[src/rtl/mole_round_scheduler.sv]
// Round sequencer for the whack-a-mole game: empty-grid gap, mole cell draw,
// reaction window and a hit-driven difficulty ramp. All round timing lives here.
module mole_round_scheduler #(
  parameter int unsigned GAP_CYCLES = 5_000_000,
  parameter int unsigned WIN_EASY   = 100_000_000,
  parameter int unsigned WIN_HARD   = 50_000_000,
  parameter int unsigned WIN_MIN    = 20_000_000,
  parameter int unsigned WIN_STEP   = 2_000_000,
  parameter int unsigned STEP_HITS  = 5,
  parameter logic [15:0] LFSR_SEED  = 16'hACE1
) (
  input  logic        clk,
  input  logic        rst_n,
  input  logic        start,
  input  logic        mode,
  input  logic        hit,
  input  logic        miss,
  output logic [3:0]  mole_pos,
  output logic        mole_vld,
  output logic        timeout,
  output logic        game_over,
  output logic [3:0]  level,
  output logic [31:0] win_cycles
);

  localparam int unsigned HCW = (STEP_HITS > 1) ? $clog2(STEP_HITS) : 1;
  localparam logic [31:0] GAP_LAST = 32'(GAP_CYCLES - 1);
  localparam logic [HCW-1:0] HIT_LAST = HCW'(STEP_HITS - 1);

  typedef enum logic [1:0] {IDLE, GAP, SHOW, OVER} state_e;

  state_e          state_q, state_d;
  logic [31:0]     cnt_q, cnt_d;
  logic [31:0]     win_q, win_d;
  logic [3:0]      level_q, level_d;
  logic [3:0]      pos_q, pos_d;
  logic [HCW-1:0]  hit_cnt_q, hit_cnt_d;
  logic [15:0]     lfsr_q, lfsr_d;

  logic            win_last;
  logic [3:0]      pos_draw;

  // x^16+x^14+x^13+x^11+1 in right-shifting Fibonacci form.
  assign lfsr_d   = {lfsr_q[0] ^ lfsr_q[2] ^ lfsr_q[3] ^ lfsr_q[5], lfsr_q[15:1]};
  assign pos_draw = (lfsr_q[3:0] == pos_q) ? lfsr_q[3:0] + 4'd1 : lfsr_q[3:0];
  assign win_last = (cnt_q == win_q - 32'd1);

  always_comb begin
    // NOTE: every _d takes its held value first, so no path leaves a latch.
    state_d   = state_q;
    cnt_d     = cnt_q;
    win_d     = win_q;
    level_d   = level_q;
    pos_d     = pos_q;
    hit_cnt_d = hit_cnt_q;
    case (state_q)
      IDLE, OVER: begin
        if (start) begin
          state_d   = GAP;
          cnt_d     = '0;
          level_d   = '0;
          hit_cnt_d = '0;
          win_d     = mode ? WIN_HARD : WIN_EASY;
        end
      end
      GAP: begin
        if (cnt_q == GAP_LAST) begin
          state_d = SHOW;
          cnt_d   = '0;
          pos_d   = pos_draw;
        end else begin
          cnt_d = cnt_q + 32'd1;
        end
      end
      SHOW: begin
        // A wrong cell ends the game even if the right one was struck too.
        if (miss) begin
          state_d = OVER;
        end else if (hit) begin
          state_d = GAP;
          cnt_d   = '0;
          if (hit_cnt_q == HIT_LAST) begin
            hit_cnt_d = '0;
            level_d   = (level_q == 4'hF) ? level_q : level_q + 4'd1;
            win_d     = (win_q >= WIN_MIN + WIN_STEP) ? win_q - WIN_STEP : WIN_MIN;
          end else begin
            hit_cnt_d = hit_cnt_q + HCW'(1);
          end
        end else if (win_last) begin
          state_d = OVER;
        end else begin
          cnt_d = cnt_q + 32'd1;
        end
      end
      default: state_d = IDLE;
    endcase
  end

  always_ff @(posedge clk or negedge rst_n) begin
    // NOTE: state registers use non-blocking assignments only.
    if (!rst_n) begin
      state_q   <= IDLE;
      cnt_q     <= '0;
      win_q     <= '0;
      level_q   <= '0;
      pos_q     <= '0;
      hit_cnt_q <= '0;
      lfsr_q    <= LFSR_SEED;
    end else begin
      state_q   <= state_d;
      cnt_q     <= cnt_d;
      win_q     <= win_d;
      level_q   <= level_d;
      pos_q     <= pos_d;
      hit_cnt_q <= hit_cnt_d;
      lfsr_q    <= lfsr_d;
    end
  end

  // timeout must fall in the last window cycle and be vetoed by a same-cycle
  // hit or miss, so it is decoded from the inputs rather than registered.
  assign timeout    = (state_q == SHOW) && win_last && !hit && !miss;
  assign mole_vld   = (state_q == SHOW);
  assign game_over  = (state_q == OVER);
  assign mole_pos   = pos_q;
  assign level      = level_q;
  assign win_cycles = win_q;

endmodule

[config.mk]
export PLATFORM = sky130hd
export DESIGN_NAME = mole_round_scheduler
export DESIGN_NICKNAME = d
export VERILOG_FILES = /design/src/rtl/mole_round_scheduler.sv
export SDC_FILE = /design/constraint.sdc
export NUM_CORES = 1
export LEC_CHECK = 0
export ABC_AREA = 0
export BUFFER_PORTS_ARGS = -buffer_cell sky130_fd_sc_hd__buf_4
export CORE_MARGIN = 2
export CORE_UTILIZATION = 53
export CTS_CLUSTER_SIZE = 12
export DETAILED_ROUTE_END_ITERATION = 6
export PLACE_DENSITY = 0.71
export SYNTH_ARGS = -nofsm -noshare
export SYNTH_HDL_FRONTEND = slang
export SYNTH_SLANG_ARGS = --single-unit
[constraint.sdc]
create_clock -name clk -period 4.5 [get_ports clk]
set_input_delay 0.675 -clock clk [delete_from_list [all_inputs] [get_ports clk]]
set_output_delay 0.675 -clock clk [all_outputs]
set_load 0.05 [all_outputs]
# [Word level (Yosys, flattened, before mapping)]
# Cells that the tools add are included.
[op_classes] add_sub_neg=6 magnitude_cmp=1 n_eq_ne=16 n_mux=31 n_bitwise=3 reduce_logical=14
[op_table] operator="32-bit two-way mux" n=10
[op_table] operator="32-bit case mux with 3 select lines" n=1
[op_table] operator="32-bit case mux with 2 select lines" n=1
[op_table] operator="32-bit by 1-bit adder with 32-bit output (second input constant)" n=1
[op_table] operator="32-bit by 23-bit == test with 1-bit output (second input constant)" n=1
[op_table] operator="32-bit == test" n=1
[op_table] operator="32-bit by 25-bit >= comparator with 1-bit output (second input constant)" n=1
[op_table] operator="32-bit by 1-bit subtractor with 32-bit output (second input constant)" n=1
[op_table] operator="32-bit by 21-bit subtractor with 32-bit output (second input constant)" n=1
[op_table] operator="27-bit two-way mux" n=1
[op_table] operator="4-bit two-way mux" n=6
[op_table] operator="3-bit two-way mux" n=4
[op_table] operator="2-bit two-way mux" n=5
[op_table] operator="2-bit inequality test (second input constant)" n=5
[op_table] operator="4-bit by 1-bit adder with 4-bit output (second input constant)" n=2
[op_table] operator="4-bit case mux with 2 select lines" n=1
[op_table] operator="2-bit case mux with 3 select lines" n=1
[op_table] operator="3-bit case mux with 2 select lines" n=1
[op_table] operator="3-bit AND reduction" n=2
[op_table] operator="6-bit AND reduction" n=1
[op_table] operator="5-bit AND reduction" n=1
[op_table] operator="2-bit == test (second input constant)" n=2
[op_table] operator="4-bit == test" n=1
[op_table] operator="4-bit == test (second input constant)" n=1
[op_table] operator="14 further kinds" n=19
[word_totals] register_bits=93 out_inout_bits=43 elab_cells=78

# [Depth between registers and ports, before layout]
# Gate-level depths: netlist of run 1.
[depth] word_depth=6 mapped_depth=15 ltp_nobuf=10

# [Least setup slack after synthesis of run 1]
# No wires, ideal clock.
[synth_timing] path_type="register to output" startpoint="register win_q[7], in the netlist win_cycles[7]" endpoint="output port timeout" arrival_time_ps=3755 required_ps=3825 slack_ps=70 stages_incl_launch_ff=11 path_cell_list="dfrtp_1 -> clkbuf_1 -> inv_1 -> ha_1 -> nor3b_1 -> and3_1 -> or4_1 -> o2bb2ai_1 -> nor4_1 -> nand3_1 -> nor3_1"
[synth_between] elab_chain_len=5
[synth_rtl] item="start, declared" line="34" text="logic [31:0] win_q, win_d;"
[synth_rtl] item="start signal, assigned" line="112" text="win_q <= win_d;"
[synth_rtl] item="32-bit by 1-bit subtractor with 32-bit output" line="46" text="assign win_last = (cnt_q == win_q - 32'd1);"
[synth_rtl] item="32-bit == test" line="46"
[synth_rtl] item="1-bit logical AND (3 in series)" line="122" text="assign timeout = (state_q == SHOW) && win_last && !hit && !miss;"
[synth_rtl] item="end, declared" line="20" text="output logic timeout,"
# Every way passes these cells.

# [Final worst setup path of run 1]
[layout_timing] startpoint="register win_q[10], in the netlist win_cycles[10]" endpoint="output port timeout"
# Same word-level chain as after synthesis.

==> results of run 1 <==
[per-layer routing]
layer | share of wire [%] | track usage, % | wire [um] | vias up
met5 | 0 | 0 | 0 | -
met4 | 1.5 | 8.88 | 222 | 0
met3 | 6.4 | 3.80 | 973 | 23
met2 | 47 | 41.2 | 7150 | 210
met1 | 45 | 40.3 | 6920 | 2638
li1 | - | - | - | 2498
[Yosys cell counts, drive strengths merged, types with 4 or more instances]
cell type | count | area (sq um)
o21ai | 92 | 498
dfrtp | 78 | 1950
nand2 | 65 | 244
clkbuf | 46 | 174
nor2 | 37 | 139
a21oi | 34 | 170
o31ai | 30 | 240
xnor2 | 23 | 201
inv | 21 | 78.8
nor3 | 20 | 100
nand3 | 17 | 85.1
nand4 | 17 | 106
buf | 16 | 150
nor4 | 14 | 93.8
xor2 | 14 | 123
and3 | 12 | 75.1
nand2b | 12 | 75.1
or4 | 12 | 93.8
a31oi | 10 | 62.6
ha | 10 | 125
and2 | 8 | 50.1
dfstp | 8 | 210
a21o | 7 | 52.6
or3 | 6 | 37.5
a22o | 4 | 35.0
mux2i | 4 | 40.0
o41ai | 4 | 35.0
[power by group]
group | internal (uW) | switching [uW] | total (uW)
logic | 3.99 | 29.5 | 33.5
registers | 773 | 0 | 773
clock network | 219 | 341 | 560
total | 995 | 371 | 1370
[timing repair]
item | CTS | global route
setup endpoints to repair | 0 | 1
resized for setup | 0 | 1
buffers inserted | 0 | 0
[registers in the layout, summed over array words and instances (netlist names)]
name        flops
state_q         2
win_cycles     25
level           4
cnt_q          32
mole_pos        4
hit_cnt_q       3
lfsr_q         16
[critical path, stage by stage (launching register included)]
cell and delay (ps):
dfrtp_1 540, nor4_2 530, nand4_1 330, or4_1 600, a32oi_1 210, and4_1 210, nand3_1 130, nor3_1 250
buf_4 240
[cells by family after synthesis]
group | synth area share (%)
AO/OA/AOI/OAI | 24.4
XOR/XNOR | 5.63
adder cells (fa/ha/maj) | 2.17
buffers and inverters | 7.00
flip-flops | 37.5
multiplexers | 0.891
other | 0.0651
AND/OR/NAND/NOR | 22.3
[cell type report]
cell class	count	area, sq um
clock buffers	9	124
clock inverters	7	73.8
fillers	974	4470
inverters	21	78.8
multi-input cells	519	3220
flip-flops and latches	86	2160
well taps	140	175
repair buffers	53	398
[path summary, 6_finish.rpt]
kind                                            startpoint                     to  slack (ps)  cells after the start
max in group asynchronous                            rst_n  cnt_q[25]$_DFFE_PN0P_        3260                      2
min in group clk                       lfsr_q[6]$_DFF_PN1_    lfsr_q[5]$_DFF_PN1_         360                      0
worst min register to register         lfsr_q[6]$_DFF_PN1_    lfsr_q[5]$_DFF_PN1_         360                      0
worst min-delay path                                 rst_n   level[0]$_DFFE_PN0P_         360                      1
worst max register to register  win_cycles[10]$_DFFE_PN0P_   cnt_q[3]$_DFFE_PN0P_         990                      9
worst max-delay path            win_cycles[10]$_DFFE_PN0P_                timeout         420                      8
[metrics by stage]
stage          utilization [%]  instance area, sq um  total power, uW  worst slack, ps
2_1_floorplan                -                  5780              806             70.4
3_3_place_gp              56.4                  6030              821              891
3_5_place_dp              56.4                  6030              822              759
4_1_cts                   58.2                  6230             1380              300
5_1_grt                   58.3                  6230             1410              147
6_report                  58.3                  6230             1370              418
==> impl_metrics.env, run 1 <==
export IMPL_status="complete, no violations"
export IMPL_peakVddDrop_v=0.000138
export IMPL_route_detailed_drc=0
export IMPL_tightest_slew_ps=975
export IMPL_grt_pass1_wl_mm=25.4
export IMPL_end_kind="output port"
export IMPL_cts_tree="done"
export IMPL_ys_warn_count=0
export IMPL_rsz0062_at_grt="no"
export IMPL_fin_crit_ps=4080
export IMPL_postSynthAreaPerCell_sq_um=8.44
export IMPL_postCtsHoldBufs=0
export IMPL_pin_count=49
export IMPL_cts_buffers=9
export IMPL_gp_congestion=0.872
export IMPL_syn_area_sq_um=5760
export IMPL_crit_path_max_fanout=13
export IMPL_clock_sinks=86
export IMPL_port_buffers=41
export IMPL_fp_dieW_um=108
export IMPL_p_leak_uw=0.00260
export IMPL_max_freq_mhz=245
export IMPL_hp_class="in2async"
export IMPL_diodes=0
export IMPL_crit_required_ps=3830
export IMPL_final_antenna_net_count=0
export IMPL_wirelength_mm=15.3
export IMPL_final_cell_mix="82 x o21ai_0, 78 x dfrtp_1, 65 x nand2_1"
export IMPL_period_share_pct=90.7
export IMPL_drive_gt1_share_pct=14.2
export IMPL_clkSlewWorstSetupHoldPaths_ps=100
export IMPL_antenna_found_initial=0
export IMPL_dieArea_sq_um=11700
export IMPL_core_sq_um=10700
export IMPL_clock_skew_ps=9.91
export IMPL_p_per_area_nw_per_um2=219
export IMPL_drt_iter0_markers=618
export IMPL_cts_root_buffer="clkbuf_8"
export IMPL_h_tree_depth=3
export IMPL_viasPerCell=6.43
export IMPL_yosysSeqAreaShare_pct=37.5
export IMPL_cap_violations=0
export IMPL_nets=706
export IMPL_setup_viol=0
export IMPL_hold_viol_final=0
export IMPL_synth_ff_type="dfrtp_1"
export IMPL_vias=5369
export IMPL_slew_violations=0
export IMPL_worst_setup_path_type="reg2out"
export IMPL_hpwl_mm=10.6
export IMPL_cts_buffer_depth=2
export IMPL_worstSetupStartpointType="register"
export IMPL_relSlewSlack_pct=34.5
export IMPL_synth_cells=682
export IMPL_final_common_cell="o21ai_0"
export IMPL_ys_ff_latch=86
export IMPL_grt_usage_pct=27.3
export IMPL_stdcell_count=835
export IMPL_clkLatencyLatePin_ps=390
export IMPL_overflow=0
export IMPL_die_h_um=108
export IMPL_rows=38
export IMPL_dp_cells=819
export IMPL_routedWlPerCell_um=18.3
export IMPL_grt_max_degree=62
export IMPL_initial_core_util_pct=53.8
export IMPL_syn2layout_area_growth_pct=8.24
export IMPL_synthArstFlopShare_pct=100
export IMPL_synth_edff_count=0
export IMPL_holdWs_ps=361
export IMPL_yosysUniqueCellTypes=70
export IMPL_tns_ps=0
export IMPL_worstPathArrival_ps=3410
export IMPL_grt_pass1_vias=4998
export IMPL_dr_pass1_iters=7
Note: power is estimated with default switching activity, not from simulation.
==> run 2: changes to the inputs <==
- PLACE_DENSITY: 0.71 -> 0.74
- clock period: 4.5 -> 3.3 ns (I/O delays scaled with it)
==> impl_metrics.env, run 2 (synthesized netlist as in run 1, its figures left out) <==
export IMPL_status="complete, but fails checks"
export IMPL_violations="setup timing"
export IMPL_gp_congestion=0.913
export IMPL_hold_viol_final=0
export IMPL_cts_tree="done"
export IMPL_fin_crit_ps=3620
export IMPL_power_total_uw=1860
export IMPL_slowest_stage="or4_4"
export IMPL_grt_pass1_wl_mm=25.8
export IMPL_p_leak_uw=0.00279
export IMPL_pin_count=49
export IMPL_worst_setup_path_type="reg2out"
export IMPL_fp_dieW_um=108
export IMPL_vias=5545
export IMPL_path_cells="or4_4 > or4_4 > or3_4 > a32oi_1 > and4_1 > nand3_2 > nor3_4 > buf_6"
export IMPL_final_antenna_net_count=0
export IMPL_routedWlPerCell_um=17.7
export IMPL_grt_pass1_vias=5232
export IMPL_dr_pass1_iters=5
export IMPL_cts_root_buffer="clkbuf_8"
export IMPL_clkLatencyLatePin_ps=390
export IMPL_drive_gt1_share_pct=20.1
export IMPL_core_sq_um=10700
export IMPL_cts_buffer_depth=2
export IMPL_port_buffers=41
export IMPL_grt_max_degree=34
export IMPL_layout_setup_ws_ps=-320
export IMPL_postCtsHoldBufs=0
export IMPL_viasPerCell=6.36
export IMPL_syn2layout_area_growth_pct=14.4
export IMPL_clkSlewWorstSetupHoldPaths_ps=90
export IMPL_tns_ps=-320
export IMPL_rows=38
export IMPL_dieArea_sq_um=11700
export IMPL_nets=743
export IMPL_wirelength_mm=15.5
export IMPL_initial_core_util_pct=53.8
export IMPL_diodes=0
export IMPL_peakVddDrop_v=0.000208
export IMPL_final_common_cell="buf_4"
export IMPL_end_kind="output port"
export IMPL_hpwl_mm=11.0
export IMPL_slew_violations=0
export IMPL_overflow=0
export IMPL_cts_buffers=9
export IMPL_cap_violations=0
export IMPL_period_share_pct=110
export IMPL_crit_path_max_fanout=2
export IMPL_crit_required_ps=2800
export IMPL_worstPathArrival_ps=3130
export IMPL_hp_class="in2async"
export IMPL_worstSetupStartpointType="register"
export IMPL_rsz0062_at_grt="yes"
export IMPL_die_h_um=108
export IMPL_clock_skew_ps=13.1
export IMPL_antenna_found_initial=0
export IMPL_clock_sinks=86
export IMPL_setup_viol=1
export IMPL_grt_usage_pct=27.9
export IMPL_cpPeakStageDelay_ps=530
export IMPL_final_cell_mix="87 x buf_4, 82 x o21ai_0, 72 x dfrtp_1"
export IMPL_top_register="cnt_q"
export IMPL_tightest_slew_ps=746
export IMPL_drt_iter0_markers=512
export IMPL_route_detailed_drc=0
export IMPL_crit_top_cell="or4_4"
export IMPL_relSlewSlack_pct=49.8
export IMPL_p_per_area_nw_per_um2=283
export IMPL_max_freq_mhz=276
export IMPL_h_tree_depth=3
export IMPL_largest_register_ffs=32
run 2: changes by cell type in the layout (fill, tap and decap cells not counted), sizes merged:
cell	previous run	this run
buf	53	90
run 2: path summary, 6_finish.rpt:
| check | depth (start not counted) | slack (ps) | from | to |
|---|---|---|---|---|
| hold reg to reg | 0 | 360 | lfsr_q[4]$_DFF_PN0_ | lfsr_q[3]$_DFF_PN0_ |
| setup reg to reg | 8 | 180 | win_cycles[28]$_DFFE_PN0P_ | state_q[1]$_DFFE_PN0P_ |
| max in group asynchronous | 2 | 2500 | rst_n | cnt_q[1]$_DFFE_PN0P_ |
| setup / recovery | 8 | -320 | win_cycles[28]$_DFFE_PN0P_ | timeout |
| min in group clk | 0 | 360 | lfsr_q[4]$_DFF_PN0_ | lfsr_q[3]$_DFF_PN0_ |
| hold / removal | 1 | 50 | rst_n | level[3]$_DFFE_PN0P_ |
run 2: metal layers:
layer	vias to the layer above	global-route usage [%]	routed length [um]
li1	2577	-	-
met1	2661	38.5	6660
met2	270	43.8	7310
met3	37	4.34	1120
met4	0	11.4	365
met5	-	0	0
run 2: area by class of cell:
| class | count | area [sq um] |
|---|---|---|
| timing repair buffer | 90 | 704 |
| clock buffer | 9 | 124 |
| inverter | 21 | 78.8 |
| tap | 140 | 175 |
| fill | 915 | 4110 |
| sequential | 86 | 2170 |
| clock inverter | 7 | 73.8 |
| multi-input combinational | 519 | 3260 |
run 2: where the power goes:
part / internal, uW / switching [uW] / total [uW]
logic: 6.28 / 40.7 / 47.0
clock network: 299 / 466 / 764
registers: 1050 / 0 / 1050
run 2: through the flow:
step	hold WS, ps	utilization [%]	instances	setup WS, ps	cell area (sq um)
2_1_floorplan	199	-	688	-157	5830
3_3_place_gp	333	59.5	855	132	6360
3_5_place_dp	338	59.5	855	75.8	6360
5_1_grt	74.3	61.6	872	-402	6590
6_report	50.3	61.6	872	-320	6590
4_1_cts	52.4	61.4	871	-321	6570
run 2: timing repair:
| action | in CTS | in global routing |
|---|---|---|
| hold endpoints to repair | 0 | 0 |
| endpoints found under the setup margin | 1 | 17 |
| resized for setup | 2 | 2 |
| pin swaps | 4 | 2 |
| setup buffers | 0 | 1 |
| gates cloned | 0 | 0 |
run 2: worst max-delay path, delay by kind of cell (launching register included):
family                 cells  cell delay (ps)
and+or+nand+nor            6             1940
DFF                        1              410
AOI/OAI and AO/OA          1              200
buffers and inverters      1              180
